## src/rtl/key_debounce_4_pkg.sv

```systemverilog
// Shared definitions for the key conditioner and the downstream 4-to-2 encoder.
//   KEY_W       : number of key/request lines (also the encoder d_in width)
//   out_state_e : output handshake FSM states
package enc_pkg;

    localparam int unsigned KEY_W = 4;

    typedef enum logic [0:0] {
        IDLE = 1'b0,
        HOLD = 1'b1
    } out_state_e;

endpackage

```

## src/rtl/key_debounce_4_if.sv

```systemverilog
// Valid/ready link carrying a captured key vector to the encoder stage.
//   key_vec   : captured debounced vector (encoder d_in)
//   key_valid : key_vec holds an unconsumed event
//   key_ready : downstream accepts the event this cycle
// master = producer (key_debounce_4), slave = consumer (encoder).
interface key_debounce_4_if;
    import enc_pkg::*;

    logic [KEY_W-1:0] key_vec;
    logic             key_valid;
    logic             key_ready;

    modport master (
        output key_vec,
        output key_valid,
        input  key_ready
    );

    modport slave (
        input  key_vec,
        input  key_valid,
        output key_ready
    );

endinterface

```

## src/rtl/key_debounce_4_bit.sv

```systemverilog
// One-line synchroniser and debouncer.
//   clk, rst_n : clock, asynchronous active-low reset
//   raw_i      : asynchronous raw line
//   st_o       : debounced stable value; follows the synchronised line only after it has
//                differed for DEBOUNCE_CYCLES consecutive cycles
module debounce_bit #(
    parameter int unsigned DEBOUNCE_CYCLES = 16
) (
    input  logic clk,
    input  logic rst_n,
    input  logic raw_i,
    output logic st_o
);

    localparam int unsigned CntW = (DEBOUNCE_CYCLES > 2) ? $clog2(DEBOUNCE_CYCLES) : 1;
    localparam logic [CntW-1:0] CntMax = CntW'(DEBOUNCE_CYCLES - 1);

    logic            sync1_q;
    logic            sync2_q;
    logic            st_q;
    logic            st_d;
    logic [CntW-1:0] cnt_q;
    logic [CntW-1:0] cnt_d;

    always_comb begin
        st_d  = st_q;
        cnt_d = '0;
        if (sync2_q != st_q) begin
            if (cnt_q == CntMax) begin
                st_d = sync2_q;
            end else begin
                cnt_d = cnt_q + CntW'(1);
            end
        end
    end

    always_ff @(posedge clk or negedge rst_n) begin
        if (!rst_n) begin
            sync1_q <= 1'b0;
            sync2_q <= 1'b0;
            st_q    <= 1'b0;
            cnt_q   <= '0;
        end else begin
            sync1_q <= raw_i;
            sync2_q <= sync1_q;
            st_q    <= st_d;
            cnt_q   <= cnt_d;
        end
    end

    assign st_o = st_q;

endmodule

```

## src/rtl/key_debounce_4.sv

```systemverilog
// Key/request line conditioner feeding the 4-to-2 encoder.
//   clk, rst_n  : clock, asynchronous active-low reset
//   key_raw     : asynchronous raw lines, active-high
//   key_overrun : sticky, set when an event arrives while the previous one is unconsumed
//   ovr_clr     : synchronous clear of key_overrun (a simultaneous set wins)
//   out_if      : valid/ready link carrying the captured vector downstream
// Every debounced change to a non-zero vector is one event; multi-line vectors are passed
// unchanged so the encoder can flag them.
module key_debounce_4
    import enc_pkg::*;
#(
    parameter int unsigned DEBOUNCE_CYCLES = 16
) (
    input  logic               clk,
    input  logic               rst_n,
    input  logic [KEY_W-1:0]   key_raw,
    output logic               key_overrun,
    input  logic               ovr_clr,
    key_debounce_4_if.master   out_if
);

    logic [KEY_W-1:0] st;
    logic [KEY_W-1:0] st_prev_q;
    logic             evt;

    out_state_e       state_q;
    out_state_e       state_d;
    logic [KEY_W-1:0] key_vec_q;
    logic [KEY_W-1:0] key_vec_d;
    logic             ovr_q;
    logic             ovr_d;
    logic             ovr_set;

    for (genvar i = 0; i < KEY_W; i++) begin : g_line
        debounce_bit #(
            .DEBOUNCE_CYCLES (DEBOUNCE_CYCLES)
        ) u_debounce_bit (
            .clk   (clk),
            .rst_n (rst_n),
            .raw_i (key_raw[i]),
            .st_o  (st[i])
        );
    end

    // Both registers reset to zero, so reset release can never look like a change.
    assign evt = (st != st_prev_q) && (st != '0);

    always_comb begin
        state_d   = state_q;
        key_vec_d = key_vec_q;
        ovr_set   = 1'b0;
        unique case (state_q)
            IDLE: begin
                if (evt) begin
                    key_vec_d = st;
                    state_d   = HOLD;
                end
            end
            HOLD: begin
                if (out_if.key_ready) begin
                    // Acceptance and a new event on the same edge: hand over straight away.
                    if (evt) begin
                        key_vec_d = st;
                    end else begin
                        state_d = IDLE;
                    end
                end else if (evt) begin
                    ovr_set = 1'b1;
                end
            end
            default: state_d = IDLE;
        endcase

        ovr_d = ovr_q;
        if (ovr_set) begin
            ovr_d = 1'b1;
        end else if (ovr_clr) begin
            ovr_d = 1'b0;
        end
    end

    always_ff @(posedge clk or negedge rst_n) begin
        if (!rst_n) begin
            st_prev_q <= '0;
            state_q   <= IDLE;
            key_vec_q <= '0;
            ovr_q     <= 1'b0;
        end else begin
            st_prev_q <= st;
            state_q   <= state_d;
            key_vec_q <= key_vec_d;
            ovr_q     <= ovr_d;
        end
    end

    assign out_if.key_vec   = key_vec_q;
    assign out_if.key_valid = (state_q == HOLD);
    assign key_overrun      = ovr_q;

endmodule

```

## src/flat_wrapper.sv

```systemverilog
// flat-port wrapper written by rule: the top's interface ports become plain ports
module key_debounce_4_flat import enc_pkg::*;
#(
    parameter int unsigned DEBOUNCE_CYCLES = 16
)
  (clk, rst_n, key_raw, key_overrun, ovr_clr, out_if_key_vec, out_if_key_valid, out_if_key_ready);
  key_debounce_4_if out_if_i ();
  input  logic clk;
  input  logic rst_n;
  input  logic [KEY_W-1:0] key_raw;
  output logic key_overrun;
  input  logic ovr_clr;
  output wire logic [$bits(out_if_i.key_vec)-1:0] out_if_key_vec;
  output wire logic [$bits(out_if_i.key_valid)-1:0] out_if_key_valid;
  input wire logic [$bits(out_if_i.key_ready)-1:0] out_if_key_ready;
  assign out_if_key_vec = out_if_i.key_vec;
  assign out_if_key_valid = out_if_i.key_valid;
  assign out_if_i.key_ready = out_if_key_ready;
  key_debounce_4 #(.DEBOUNCE_CYCLES(DEBOUNCE_CYCLES)) u_core (.clk(clk), .rst_n(rst_n), .key_raw(key_raw), .key_overrun(key_overrun), .ovr_clr(ovr_clr), .out_if(out_if_i));
endmodule
```

## config.mk

```make
export PLATFORM = sky130hd
export DESIGN_NAME = key_debounce_4_flat
export DESIGN_NICKNAME = d
export VERILOG_FILES = /design/src/rtl/key_debounce_4_pkg.sv /design/src/rtl/key_debounce_4_if.sv /design/src/rtl/key_debounce_4_bit.sv /design/src/rtl/key_debounce_4.sv /design/src/flat_wrapper.sv
export SDC_FILE = /design/constraint.sdc
export NUM_CORES = 1
export LEC_CHECK = 0
export CAP_MARGIN = 20
export CORE_MARGIN = 2
export CORE_UTILIZATION = 50
export CTS_BUF_LIST = sky130_fd_sc_hd__clkbuf_4
export CTS_CLUSTER_DIAMETER = 30
export CTS_CLUSTER_SIZE = 28
export DETAILED_ROUTE_END_ITERATION = 12
export PLACE_DENSITY = 0.71
export SYNTH_ARGS = -nofsm -noshare
export SYNTH_HDL_FRONTEND = slang
export SYNTH_SLANG_ARGS = --single-unit
```

## constraint.sdc

```tcl
create_clock -name clk -period 2.2 [get_ports clk]
set_clock_uncertainty 0.15 [all_clocks]
set_input_delay 0.22 -clock clk [delete_from_list [all_inputs] [get_ports clk]]
set_output_delay 0.22 -clock clk [all_outputs]
set_load 0.02 [all_outputs]
```

==> out/results.ini <==
[floorplanning]
floorplan.die_area_um2=3400
placement_rows=19
floorplan.die.height_um=58.3
initial_utilization=0.529
core_area_um2=2780
io-pin-count=14
die_width_um=58.3

[sta]
worst_slew_pin_slew_ns=0.792
maxClockFrequency_mhz=518
rsz0062_at_grt=false
finalWorstSetupSlack_ns=0.270
final.min_clock_period_ns=1.93
timing.final.crit_share=0.877
relative_max_transition_margin=0.472
slew_violations=0
final_hold_viol_count=0
setup-violations-final=0
totalNegativeSetupSlack_ns=0

[synthesis]
synth_edf_count=0
syn_avg_cell_area_um2=14.0
netlist_top_cells_area=dfrtp_1 (65%), xnor2_1 (4.8%), mux2_4 (4.1%), ha_1 (3.4%), mux2_2 (3.1%)
primary_flip_flop_cell_chosen_by_synthesis_mapping=dfrtp_1
synth_cell_count_leaders=dfrtp_1 (38), a21oi_1 (8), xnor2_1 (8), inv_1 (5)
yosys.area.top_type=dfrtp_1
synth_largest_type_area_fraction=0.646
proportion_of_register_bits_with_asynchronous_set_or_reset_after_synthesis=1.00
synth-warning-count=0
synth_xor_area_frac=0.0714
combinational_family_with_the_most_area_after_synthesis=simple AND/OR/NAND/NOR gates
synth.area.mux_share=0.0714
post_synth_num_cell_types=21
yosys_register_bits=38
synth.net_count=117
post-synth-top-count-cell=dfrtp_1
synth_simple_gate_area_share=0.103
syn-cell-area_um2=1470
synth_area_in_compound_gates=0.0620
seq_area_frac_synth=0.646
yosys.area_share.adder=0.0340
synthesis.instances=105

[clocking]
numCtsBuffers=5
clockRootBuffer=clkbuf_4
cts.clk_slew.worst_paths_ns=0.11
postCtsSetupBuffers=0
tritoncts_clock_tree=built
htree_num_levels=2
clkSinkCount=38
cts.repair.resized=0
insertion_delay_ns=0.33
maximum_count_of_clock_buffers_along_a_single_path=2
holdBufCountCts=1

[grt]
grt_pass1_wl_um=3810
grt_max_degree=39
grt_antenna_before_repair=0
grt-ovfl-total=0
first_global_vias=862
grt_use_total=0.153

[worst_hold_path]
hp-class=input pin to flip-flop
min-delay-start=key_raw[2]
worstHoldEndpoint=u_core.g_line[2].u_debounce_bit.sync1_q$_DFF_PN0_
hold_depth=1

[routing]
wl_met1_um=965
drc=0
highest_layer=met4
detailroute.wirelength.met3_um=104
dr.first_iter.drc_count=43
drt_wl_total_um=2170
detail_route.wl_per_cell_um=13.7
routed-wl-met2_um=1070
detail_route.vias_per_cell=5.37
detail-route-antenna-nets=0
dr_total_vias=848
drt-pass1-iter-count=4

[worst_setup_path]
timing.critical_path.required_ns=2.27
cp_cell_sequence=xor2_1 > o41ai_2 > nand2b_4 > mux2_4
cp-start-kind=flip-flop
cp-end-kind=flip-flop
setup.reg_to_reg.worst_slack_ns=0.27
worst_path_dominant_cell_family=compound AO/OA/AOI/OAI gates
worst_ep_arrival_time_ns=2.00
critPathMaxFanout=6
critical_path.max_stage_delay_ns=0.47
r2r-start=u_core.g_line[1].u_debounce_bit.st_o$_DFFE_PN0P_
worstPathBufferInverterCount=0
crit-reg2reg-capture=u_core.out_if.key_vec[0]$_DFFE_PN0P_
cp_slowest_cell=o41ai_2
worstSetupPathType=flip-flop to flip-flop
timing.reg2reg.worst_path_depth=4

[cells_and_area]
final_layout_size_suffix_gt1_frac=0.150
layout.nets=138
syn_to_layout_area_delta_pct=15.5
antennaDiodeCount=0

[power_and_ir_drop]
power.ir.vdd_worst_v=0.000569
pwr_density_cell_nw_per_um2=680
power_leakage_nw=0.812

[placement]
port-buffer-count=13
pre_cts_ws_ns=0.266
routability_congestion_estimate_from_global_placement=0.698
dpl.hpwl_um=1490

[status]
status=completed

[flow_run]
cap_viol_max_count=0

-- sequential cells by signal, indices dropped and copies added (netlist names) --
register and flops:
u_core.g_line.u_debounce_bit.sync1_q 4, u_core.st_prev_q 4, u_core.g_line.u_debounce_bit.cnt_q 16, u_core.key_overrun 1, u_core.g_line.u_debounce_bit.st_o 4, u_core.g_line.u_debounce_bit.sync2_q 4, u_core.out_if.key_vec 4, u_core.out_if.key_valid 1
-- cells in the final DEF, fill, tap and decap left out, types with 3 or more instances in the layout --
cell type	instances
a21oi_1	8
clkbuf_4	6
clkdlybuf4s50_1	12
dfrtp_1	38
ha_1	4
inv_1	5
mux2_2	4
mux2_4	4
nand3_1	4
nand4b_1	4
nor2_1	4
nor2b_1	4
nor3b_1	3
o21ai_0	4
xnor2_1	8
xor2_1	4
-- how the worst max path moves through the flow --
stage	slack [ns]	start	cells after the start	endpoint
finish	0.27	u_core.g_line[1].u_debounce_bit.st_o$_DFFE_PN0P_	4	u_core.out_if.key_vec[0]$_DFFE_PN0P_
global route	0.16	u_core.g_line[1].u_debounce_bit.st_o$_DFFE_PN0P_	4	u_core.out_if.key_vec[0]$_DFFE_PN0P_
CTS	0.24	u_core.g_line[1].u_debounce_bit.st_o$_DFFE_PN0P_	4	u_core.out_if.key_vec[0]$_DFFE_PN0P_
detailed placement	0.27	u_core.g_line[1].u_debounce_bit.st_o$_DFFE_PN0P_	4	u_core.out_if.key_vec[0]$_DFFE_PN0P_
global placement	0.34	u_core.g_line[1].u_debounce_bit.st_o$_DFFE_PN0P_	4	u_core.out_if.key_vec[1]$_DFFE_PN0P_
floorplan	0.38	u_core.g_line[1].u_debounce_bit.st_o$_DFFE_PN0P_	4	u_core.out_if.key_vec[0]$_DFFE_PN0P_
-- area by class of cell --
cell class / instances / area, um2
Tap cell: 31 / 38.8
Clock inverter: 2 / 8.76
Fill cell: 227 / 1080
Timing Repair Buffer: 14 / 135
Sequential cell: 38 / 951
Clock buffer: 6 / 45.0
Multi-Input combinational cell: 62 / 503
Inverter: 5 / 18.8
-- logic make-up (layout without fill, tap and decap cells) --
logic type | count (synthesis) | after routing
xor+xnor | 12 | 12
fa+ha+maj | 4 | 4
compound gates | 15 | 15
mux | 8 | 8
simple gates | 23 | 23
flops | 38 | 38
buf+inv | 5 | 27
-- worst register-to-register path: cells and delay by family (launching register included) --
kind / cells / cell delay, ns
compound gates: 1 / 0.47
flops: 1 / 0.45
mux: 1 / 0.30
simple gates: 1 / 0.26
xor+xnor: 1 / 0.19
-- stage by stage --
step / hold slack (ns) / power (mW) / util / instance area (um2) / std cells
after floorplan: -0.226 / 0.790 / - / 1470 / 105
after global placement: 0.184 / 0.821 / 0.588 / 1640 / 149
after detailed placement: 0.187 / 0.825 / 0.588 / 1640 / 149
after CTS: 0.157 / 1.17 / 0.611 / 1700 / 158
after global routing: 0.138 / 1.22 / 0.611 / 1700 / 158
final: 0.166 / 1.16 / 0.611 / 1700 / 158
-- power by group --
group	internal [mW]	switching (mW)	leakage (nW)
clock network	0.132	0.211	0.0331
registers	0.723	0.0217	0.502
logic	0.0343	0.0331	0.277
total	0.890	0.266	0.812
-- layer usage --
layer  track usage  up-vias
met5             0        -
met4        0.0698        0
met3        0.0469        4
met2         0.244       18
met1         0.192      419
li1              -      407
Note: power is estimated with default switching activity, not from simulation.
